**config.mk**
```make
export PLATFORM = sky130hd
export DESIGN_NAME = stream_perf_monitor
export DESIGN_NICKNAME = d
export VERILOG_FILES = /design/src/rtl/stream_perf_monitor.sv
export SDC_FILE = /design/constraint.sdc
export NUM_CORES = 2
export LEC_CHECK = 0
export CAP_MARGIN = 20
export CORE_ASPECT_RATIO = 1.75
export CORE_MARGIN = 3
export CORE_UTILIZATION = 47
export CTS_CLUSTER_DIAMETER = 30
export DETAILED_ROUTE_END_ITERATION = 10
export PLACE_DENSITY = 0.65
export SLEW_MARGIN = 20
export SYNTH_ARGS = -nofsm -noshare
export SYNTH_HDL_FRONTEND = slang
export SYNTH_SLANG_ARGS = --single-unit
```
**constraint.sdc**
```tcl
create_clock -name clk -period 51.2 [get_ports clk]
set_input_delay 10.24 -clock clk [delete_from_list [all_inputs] [get_ports clk]]
set_output_delay 10.24 -clock clk [all_outputs]
set_load 0.02 [all_outputs]
```
**src/rtl/stream_perf_monitor.sv**
```systemverilog
// Passively counts per-channel transfers, in-frame cycles, stalls and frames; snapshots them for readout.
// Latency: capture edge -> out_valid after 1 clk; one word per accepted cycle (4*NUM_CH words minimum).
// Backpressure: readout holds out_* stable while out_ready is low; monitored streams are never driven.
module stream_perf_monitor #(
  parameter  int NUM_CH   = 4,
  parameter  int CNT_W    = 32,
  parameter  int SATURATE = 1,
  localparam int CH_W     = (NUM_CH > 1) ? $clog2(NUM_CH) : 1
) (
  input  logic              clk,
  input  logic              rst_n,
  input  logic [NUM_CH-1:0] mon_valid,
  input  logic [NUM_CH-1:0] mon_ready,
  input  logic [NUM_CH-1:0] mon_last,
  input  logic              clear,
  input  logic              snap_req,
  output logic              snap_busy,
  output logic              out_valid,
  input  logic              out_ready,
  output logic [CNT_W-1:0]  out_data,
  output logic [CH_W-1:0]   out_ch,
  output logic [1:0]        out_field,
  output logic              out_last
);

  localparam int NWORDS = 4 * NUM_CH;
  localparam int IDX_W  = $clog2(NWORDS);

  typedef enum logic {F_IDLE, F_IN_FRAME} fstate_e;
  typedef enum logic {R_IDLE, R_DUMP}     rstate_e;

  // Saturating or wrapping +1, chosen at elaboration.
  function automatic logic [CNT_W-1:0] bump(input logic [CNT_W-1:0] v);
    if ((&v) && (SATURATE != 0)) return v;
    return v + CNT_W'(1);
  endfunction

  logic [CNT_W-1:0] xfer_q  [NUM_CH];
  logic [CNT_W-1:0] xfer_d  [NUM_CH];
  logic [CNT_W-1:0] act_q   [NUM_CH];
  logic [CNT_W-1:0] act_d   [NUM_CH];
  logic [CNT_W-1:0] stall_q [NUM_CH];
  logic [CNT_W-1:0] stall_d [NUM_CH];
  logic [CNT_W-1:0] frm_q   [NUM_CH];
  logic [CNT_W-1:0] frm_d   [NUM_CH];
  fstate_e          fst_q   [NUM_CH];
  fstate_e          fst_d   [NUM_CH];

  logic [CNT_W-1:0] shd_q [NWORDS];
  rstate_e          rst_q;
  logic [IDX_W-1:0] idx_q;
  logic [IDX_W-1:0] nidx;
  logic             snap_busy_q;
  logic             out_valid_q;
  logic             out_last_q;
  logic [CNT_W-1:0] out_data_q;
  logic [CH_W-1:0]  out_ch_q;
  logic [1:0]       out_field_q;

  assign nidx      = idx_q + IDX_W'(1);
  assign snap_busy = snap_busy_q;
  assign out_valid = out_valid_q;
  assign out_last  = out_last_q;
  assign out_data  = out_data_q;
  assign out_ch    = out_ch_q;
  assign out_field = out_field_q;

  // Next-state of live counters and frame trackers; clear wins over any event that cycle.
  always_comb begin
    for (int c = 0; c < NUM_CH; c++) begin
      xfer_d[c]  = xfer_q[c];
      act_d[c]   = act_q[c];
      stall_d[c] = stall_q[c];
      frm_d[c]   = frm_q[c];
      fst_d[c]   = fst_q[c];
      if (clear) begin
        xfer_d[c]  = '0;
        act_d[c]   = '0;
        stall_d[c] = '0;
        frm_d[c]   = '0;
        fst_d[c]   = F_IDLE;
      end else begin
        if (mon_valid[c] && mon_ready[c]) begin
          xfer_d[c] = bump(xfer_q[c]);
          if (mon_last[c]) begin
            frm_d[c] = bump(frm_q[c]);
            fst_d[c] = F_IDLE;
          end else begin
            fst_d[c] = F_IN_FRAME;
          end
        end
        if (mon_valid[c] && !mon_ready[c]) stall_d[c] = bump(stall_q[c]);
        // A single-beat frame in IDLE still occupies one active cycle.
        if ((fst_q[c] == F_IN_FRAME) || (mon_valid[c] && mon_ready[c])) act_d[c] = bump(act_q[c]);
      end
    end
  end

  // Live counter and frame-state registers.
  always_ff @(posedge clk or posedge rst_n) begin
    if (rst_n) begin
      for (int c = 0; c < NUM_CH; c++) begin
        xfer_q[c]  <= '0;
        act_q[c]   <= '0;
        stall_q[c] <= '0;
        frm_q[c]   <= '0;
        fst_q[c]   <= F_IDLE;
      end
    end else begin
      for (int c = 0; c < NUM_CH; c++) begin
        xfer_q[c]  <= xfer_d[c];
        act_q[c]   <= act_d[c];
        stall_q[c] <= stall_d[c];
        frm_q[c]   <= frm_d[c];
        fst_q[c]   <= fst_d[c];
      end
    end
  end

  // Readout FSM: capture into shadow bank, then stream words; word 0 is loaded at capture.
  always_ff @(posedge clk or posedge rst_n) begin
    if (rst_n) begin
      for (int w = 0; w < NWORDS; w++) shd_q[w] <= '0;
      rst_q       <= R_IDLE;
      idx_q       <= '0;
      snap_busy_q <= 1'b0;
      out_valid_q <= 1'b0;
      out_last_q  <= 1'b0;
      out_data_q  <= '0;
      out_ch_q    <= '0;
      out_field_q <= '0;
    end else begin
      case (rst_q)
        R_IDLE: begin
          if (snap_req) begin
            for (int c = 0; c < NUM_CH; c++) begin
              shd_q[4*c+0] <= xfer_q[c];
              shd_q[4*c+1] <= act_q[c];
              shd_q[4*c+2] <= stall_q[c];
              shd_q[4*c+3] <= frm_q[c];
            end
            rst_q       <= R_DUMP;
            idx_q       <= '0;
            snap_busy_q <= 1'b1;
            out_valid_q <= 1'b1;
            out_last_q  <= 1'b0;
            out_data_q  <= xfer_q[0];
            out_ch_q    <= '0;
            out_field_q <= '0;
          end
        end
        R_DUMP: begin
          if (out_valid_q && out_ready) begin
            if (out_last_q) begin
              rst_q       <= R_IDLE;
              snap_busy_q <= 1'b0;
              out_valid_q <= 1'b0;
              out_last_q  <= 1'b0;
            end else begin
              idx_q       <= nidx;
              out_data_q  <= shd_q[nidx];
              out_ch_q    <= CH_W'(nidx >> 2);
              out_field_q <= nidx[1:0];
              out_last_q  <= (nidx == IDX_W'(NWORDS - 1));
            end
          end
        end
        default: rst_q <= R_IDLE;
      endcase
    end
  end

endmodule

```
After elaboration in Yosys (flattened, before gate mapping)
Cells that the tools add are included.

word-level totals
  register bits = 1071
  input bits = 17
  output and inout port bits = 39

cells by class
  add/subtract/negate cells = 17
  order comparisons = 1
  equal/unequal tests = 21
  muxes and demuxes = 146
  bitwise gates (word level) = 2
  reductions and logical operators = 69

operators with widths
  kind                                                              number
  32-bit 2-to-1 mux                                                 57
  32-bit by 1-bit adder with 32-bit output (second input constant)  16
  32-bit AND reduction                                              16
  32-bit binary-select mux with 4-bit select                        1
  1-bit 2-to-1 mux                                                  73
  32-bit case mux with 2 select lines                               1
  3-bit != test (second input constant)                             16
  2-bit nonzero test                                                16
  2-bit AND reduction                                               14
  3-bit AND reduction                                               6
  4-bit 2-to-1 mux                                                  3
  2-bit 2-to-1 mux                                                  5
  1-bit logical AND                                                 9
  2-bit case mux with 2 select lines                                2
  4-bit case mux with 2 select lines                                1
  1-bit case mux with 2 select lines                                3
  5-bit >= comparator (second input constant)                       1
  4-bit inverter with 5-bit output                                  1
  4-bit by 1-bit adder with 4-bit output (second input constant)    1
  4-bit equality test (second input constant)                       1
  1-bit logical NOT                                                 4
  1-bit logical OR                                                  4
  2-bit by 1-bit != test with 1-bit output (second input constant)  2
  2-bit != test (second input constant)                             2
  1-bit inverter                                                    1

Longest topological paths before layout
  depth after elaboration = 9
  depth in mapped cells = 11

Least setup slack after synthesis
OpenSTA, ideal clock, no wires.

  path type = in2reg
  from = input mon_ready[1]
  to = register frm_q[95] (netlist bit)
  setup time = 0.128 ns
  arrival time = 11.940 ns
  data required time = 51.072 ns
  setup slack = 39.133 ns
  stages = 7
  path buffers = 2
  path through = buf_2 a31oi_1 nor2_1 or3b_1 clkbuf_1 nor3_1 mux2_1

between the ends
  cells in the longest elaborated chain, start to end = 3

ends and longest elaborated chain
  item                                  RTL line  text
  start: declaration                    13        input logic [NUM_CH-1:0] mon_ready,
  1-bit logical AND                     83        if (mon_valid[c] && mon_ready[c]) begin
  2-bit nonzero test (no source line)   --
  3-bit AND reduction (no source line)  --
  end signal: indexed assignment        114       frm_q[c] <= frm_d[c];
  end: declaration                      44        logic [CNT_W-1:0] frm_q [NUM_CH];

No other way between the ends.
A chain may end at the register's enable or synchronous reset.

==> metrics.md <==
| Metric | Value |
|---|---|
| Kind of critical path | in2async |
| Core ar. | 113000 sq um |
| 1st-iter DRT viols | 3947 |
| Final number of setup-violating endpoints | 0 |
| CTS resizes | 0 |
| Post-route DRC violation count | 0 |
| Most common library cell in the layout ignoring fill and taps | nand2_1 |
| Final period util | 0.302 |
| Min-Delay Path Class | reg2reg |
| Setup TNS | 0 ps |
| Layout Nets | 5715 |
| Syn avg cell area | 9.31 sq um |
| Syn-to-layout area delta | 12.6% |
| Max-slew violations | 0 |
| Max-slew headroom | 0.277 |
| WL final | 167000 um |
| Fin area | 60400 sq um |
| Num rows | 163 |
| CP Cell Sequence | clkdlybuf4s50_1 -> inv_8 -> buf_4 -> buf_4 -> buf_4 -> buf_12 -> buf_12 -> buf_4 |
| CP dominant cell by count | buf_4 |
| Setup bufs post-CTS | 0 |
| Fmax | 0.0647 GHz |
| DP Area | 55300 sq um |
| Arrival time at the worst endpoint | 16200 ps |
| VDD IR-drop max | 0.0410 mV |
| CTS tree | built |
| Worst R2R End | out_data[4]$_DFFE_PP0P_ |
| Initial core utilization | 0.475 |
| FF-to-FF setup slack | 47310 ps |
| Actual slew at the worst max-slew pin | 1070 ps |
| Clock-pin slew on the worst setup and hold paths | 60 ps |
| Routed vias | 44805 |
| Asr flop ratio synth | 1.00 |
| CTS H-Tree Depth | 4 |
| GP Congestion | 0.901 |
| Pwr Density | 36.2 nW/um^2 |
| Wire per inst | 22.9 um |
| Worst Skew | 27.7 ps |
| IO buf count | 55 |
| Slowest-stage cell, CP | buf_4 |
| Worst-Skew Late Latency | 760 ps |
| Critical R2R Launch | idx_q[0]$_DFFE_PP0P_ |
| CP Capture Type | asynchronous set/reset pin |
| Die H | 453 um |
| Crit path launch type | input port |
| Share of cells above drive strength 1 | 0.0864 |
| Primary FF master, synth | dfrtp_1 |
| Ports | 56 |
| Commonest cells after routing, fill and taps aside | nand2_1 (1591), dfrtp_1 (1066), a21oi_1 (330), nor2_1 (236), nand3_1 (209) |
| Post-Syn Area | 53700 sq um |
| Yosys reg bits | 1067 |
| Final worst path period need | 15460 ps |
| Cts hold-fix bufs | 0 |
| Distinct cells, synth | 81 |
| Critical Path RT | 51930 ps |
| Yosys warnings | 0 |
| Root buffer cell | clkbuf_16 |
| FF-to-FF path depth | 6 |
| Unrepaired setup endpoints after global routing | false |
| Fillers | 10167 |
| Clock sink count | 1067 |
| Post-Syn Instances | 5765 |
| Register area share after synthesis | 0.497 |
| Antenna violations before repair | 4 |
| Worst hold path depth | 2 |
| Antenna viol nets, final | 0 |
| Leakage | 0.0259 uW |
| CP max stage delay | 880 ps |
| Total gr overflow | 0 |
| Post-DP HPWL | 116000 um |
| Crit-path leading delay family | buffers and inverters |
| Number of synthesized flops with an enable pin | 0 |
| Vias in the first global route | 43538 |
| Max Cap Viol | 0 |
| CTS Buffer Depth | 3 |
| Worst Path Buf+Inv | 8 |
| Gr usage total | 0.282 |
| Hold path endpoint | shd_q[380]$_DFFE_PP0P_ |
| First-pass GRT wire length | 258000 um |
| Cts bufs inserted | 146 |
| Status | finished, final reports clean |
| Hold Crit Start | shd_q[380]$_DFFE_PP0P_ |
| DIE AREA | 118000 sq um |
| Synth Net Count | 5800 |
| DIE WIDTH | 261 um |
| DRT Pass-1 Iters | 6 |
| Final hold viol count | 0 |
| Largest net degree at the start of global routing | 236 |
| Vias/cell | 6.15 |
| Critical-path maximum fanout | 162 |
## cell usage after synthesis (8+ instances only)
cell	instances	area, sq um
a2111oi_0	8	70.1
a211oi_1	31	233
a21oi_1	330	1650
a31o_1	9	78.8
a31oi_1	11	68.8
and2_1	22	138
and3_1	53	332
and4_1	59	517
buf_1	16	60.1
buf_2	50	250
clkbuf_1	280	1050
dfrtp_1	1067	26700
ha_1	18	225
inv_1	89	334
mux2_1	61	687
mux2i_1	74	741
mux4_2	128	2880
nand2_1	1593	5980
nand2b_1	8	50.1
nand3_1	209	1050
nand3b_1	10	75.1
nand4_1	158	988
nor2_1	236	886
nor2b_1	53	332
nor3_1	63	315
nor4_1	53	332
nor4b_1	17	149
o2111ai_1	8	70.1
o211ai_1	15	113
o21a_1	15	113
o21ai_0	192	961
o21ai_1	64	320
o22a_1	32	280
o22ai_1	32	200
o31a_1	12	105
o31ai_1	154	1160
o41ai_1	11	96.3
or2_1	9	56.3
or2_2	12	75.1
or3_1	155	970
or4_1	163	1220
xnor2_1	66	578
xor2_1	22	193
## per-stage QoR
stage | total power (uW) | hold WS (ps) | utilization | instances | worst slack, ps
after global routing | 2260 | 491 | 0.535 | 7283 | 34800
after global placement | 1140 | 453 | 0.490 | 7016 | 34680
after detailed placement | 1150 | 458 | 0.490 | 7016 | 34650
after CTS | 2200 | 472 | 0.535 | 7281 | 35420
final | 2190 | 472 | 0.535 | 7283 | 35740
after floorplan | 1060 | 440 | - | 5765 | 10920
## state kept, by name (all words and copies together), names as in the netlist
register,cells
shd_q,512
act_q,128
frm_q,128
stall_q,128
xfer_q,128
out_data,32
fst_q,4
idx_q,4
out_last,1
out_valid,1
rst_q,1
## worst min-delay path, cell delays in order, from the launching register on
cell and delay [ps]:
dfrtp_1 340, nand2_1 50, nand2_1 50
## power breakdown
| group | internal [uW] | switching (uW) |
|---|---|---|
| Clock | 648 | 411 |
| Sequential | 867 | 23.2 |
| Combinational | 93.3 | 146 |
| Total | 1610 | 581 |
## kinds of logic after synthesis
logic type,after synthesis,share of synthesized area
AND/OR/NAND/NOR,2916,0.260
flip-flops,1067,0.497
AO/OA/AOI/OAI,972,0.112
buffers and inverters,439,0.0321
multiplexers,265,0.0807
XOR/XNOR,88,0.0144
adder cells (fa/ha/maj),18,0.00419
## worst max path at each step
stage / endpoint / slack (ps) / startpoint / cells after the start
3_3_place_gp: shd_q[80]$_DFFE_PP0P_ / 34680 / rst_n / 8
6_report: shd_q[111]$_DFFE_PP0P_ / 35740 / rst_n / 8
4_1_cts: shd_q[80]$_DFFE_PP0P_ / 35420 / rst_n / 8
5_1_grt: shd_q[80]$_DFFE_PP0P_ / 34800 / rst_n / 8
2_1_floorplan: act_q[0]$_DFFE_PP0P_ / 10920 / rst_n / 1
3_5_place_dp: shd_q[80]$_DFFE_PP0P_ / 34650 / rst_n / 8
## layout make-up
class | instances | area (sq um) | share of cell area
inverter | 90 | 347 | 0.00574
timing repair buffer | 116 | 1080 | 0.0179
clock buffer | 185 | 4080 | 0.0675
antenna | 1 | 2.50 | 0.0000414
multi-input combinational | 4259 | 25400 | 0.420
tap | 1485 | 1860 | 0.0307
clock inverter | 80 | 988 | 0.0164
sequential | 1067 | 26700 | 0.442
## per-layer routing
metal	wire length, um	track usage	vias up
met5	14	0	-
met2	82500	0.471	1400
met1	60900	0.324	22487
met3	7840	0.0397	441
met4	15800	0.224	2
li1	-	-	20475
No activity file was read; power rests on OpenSTA's default activity.
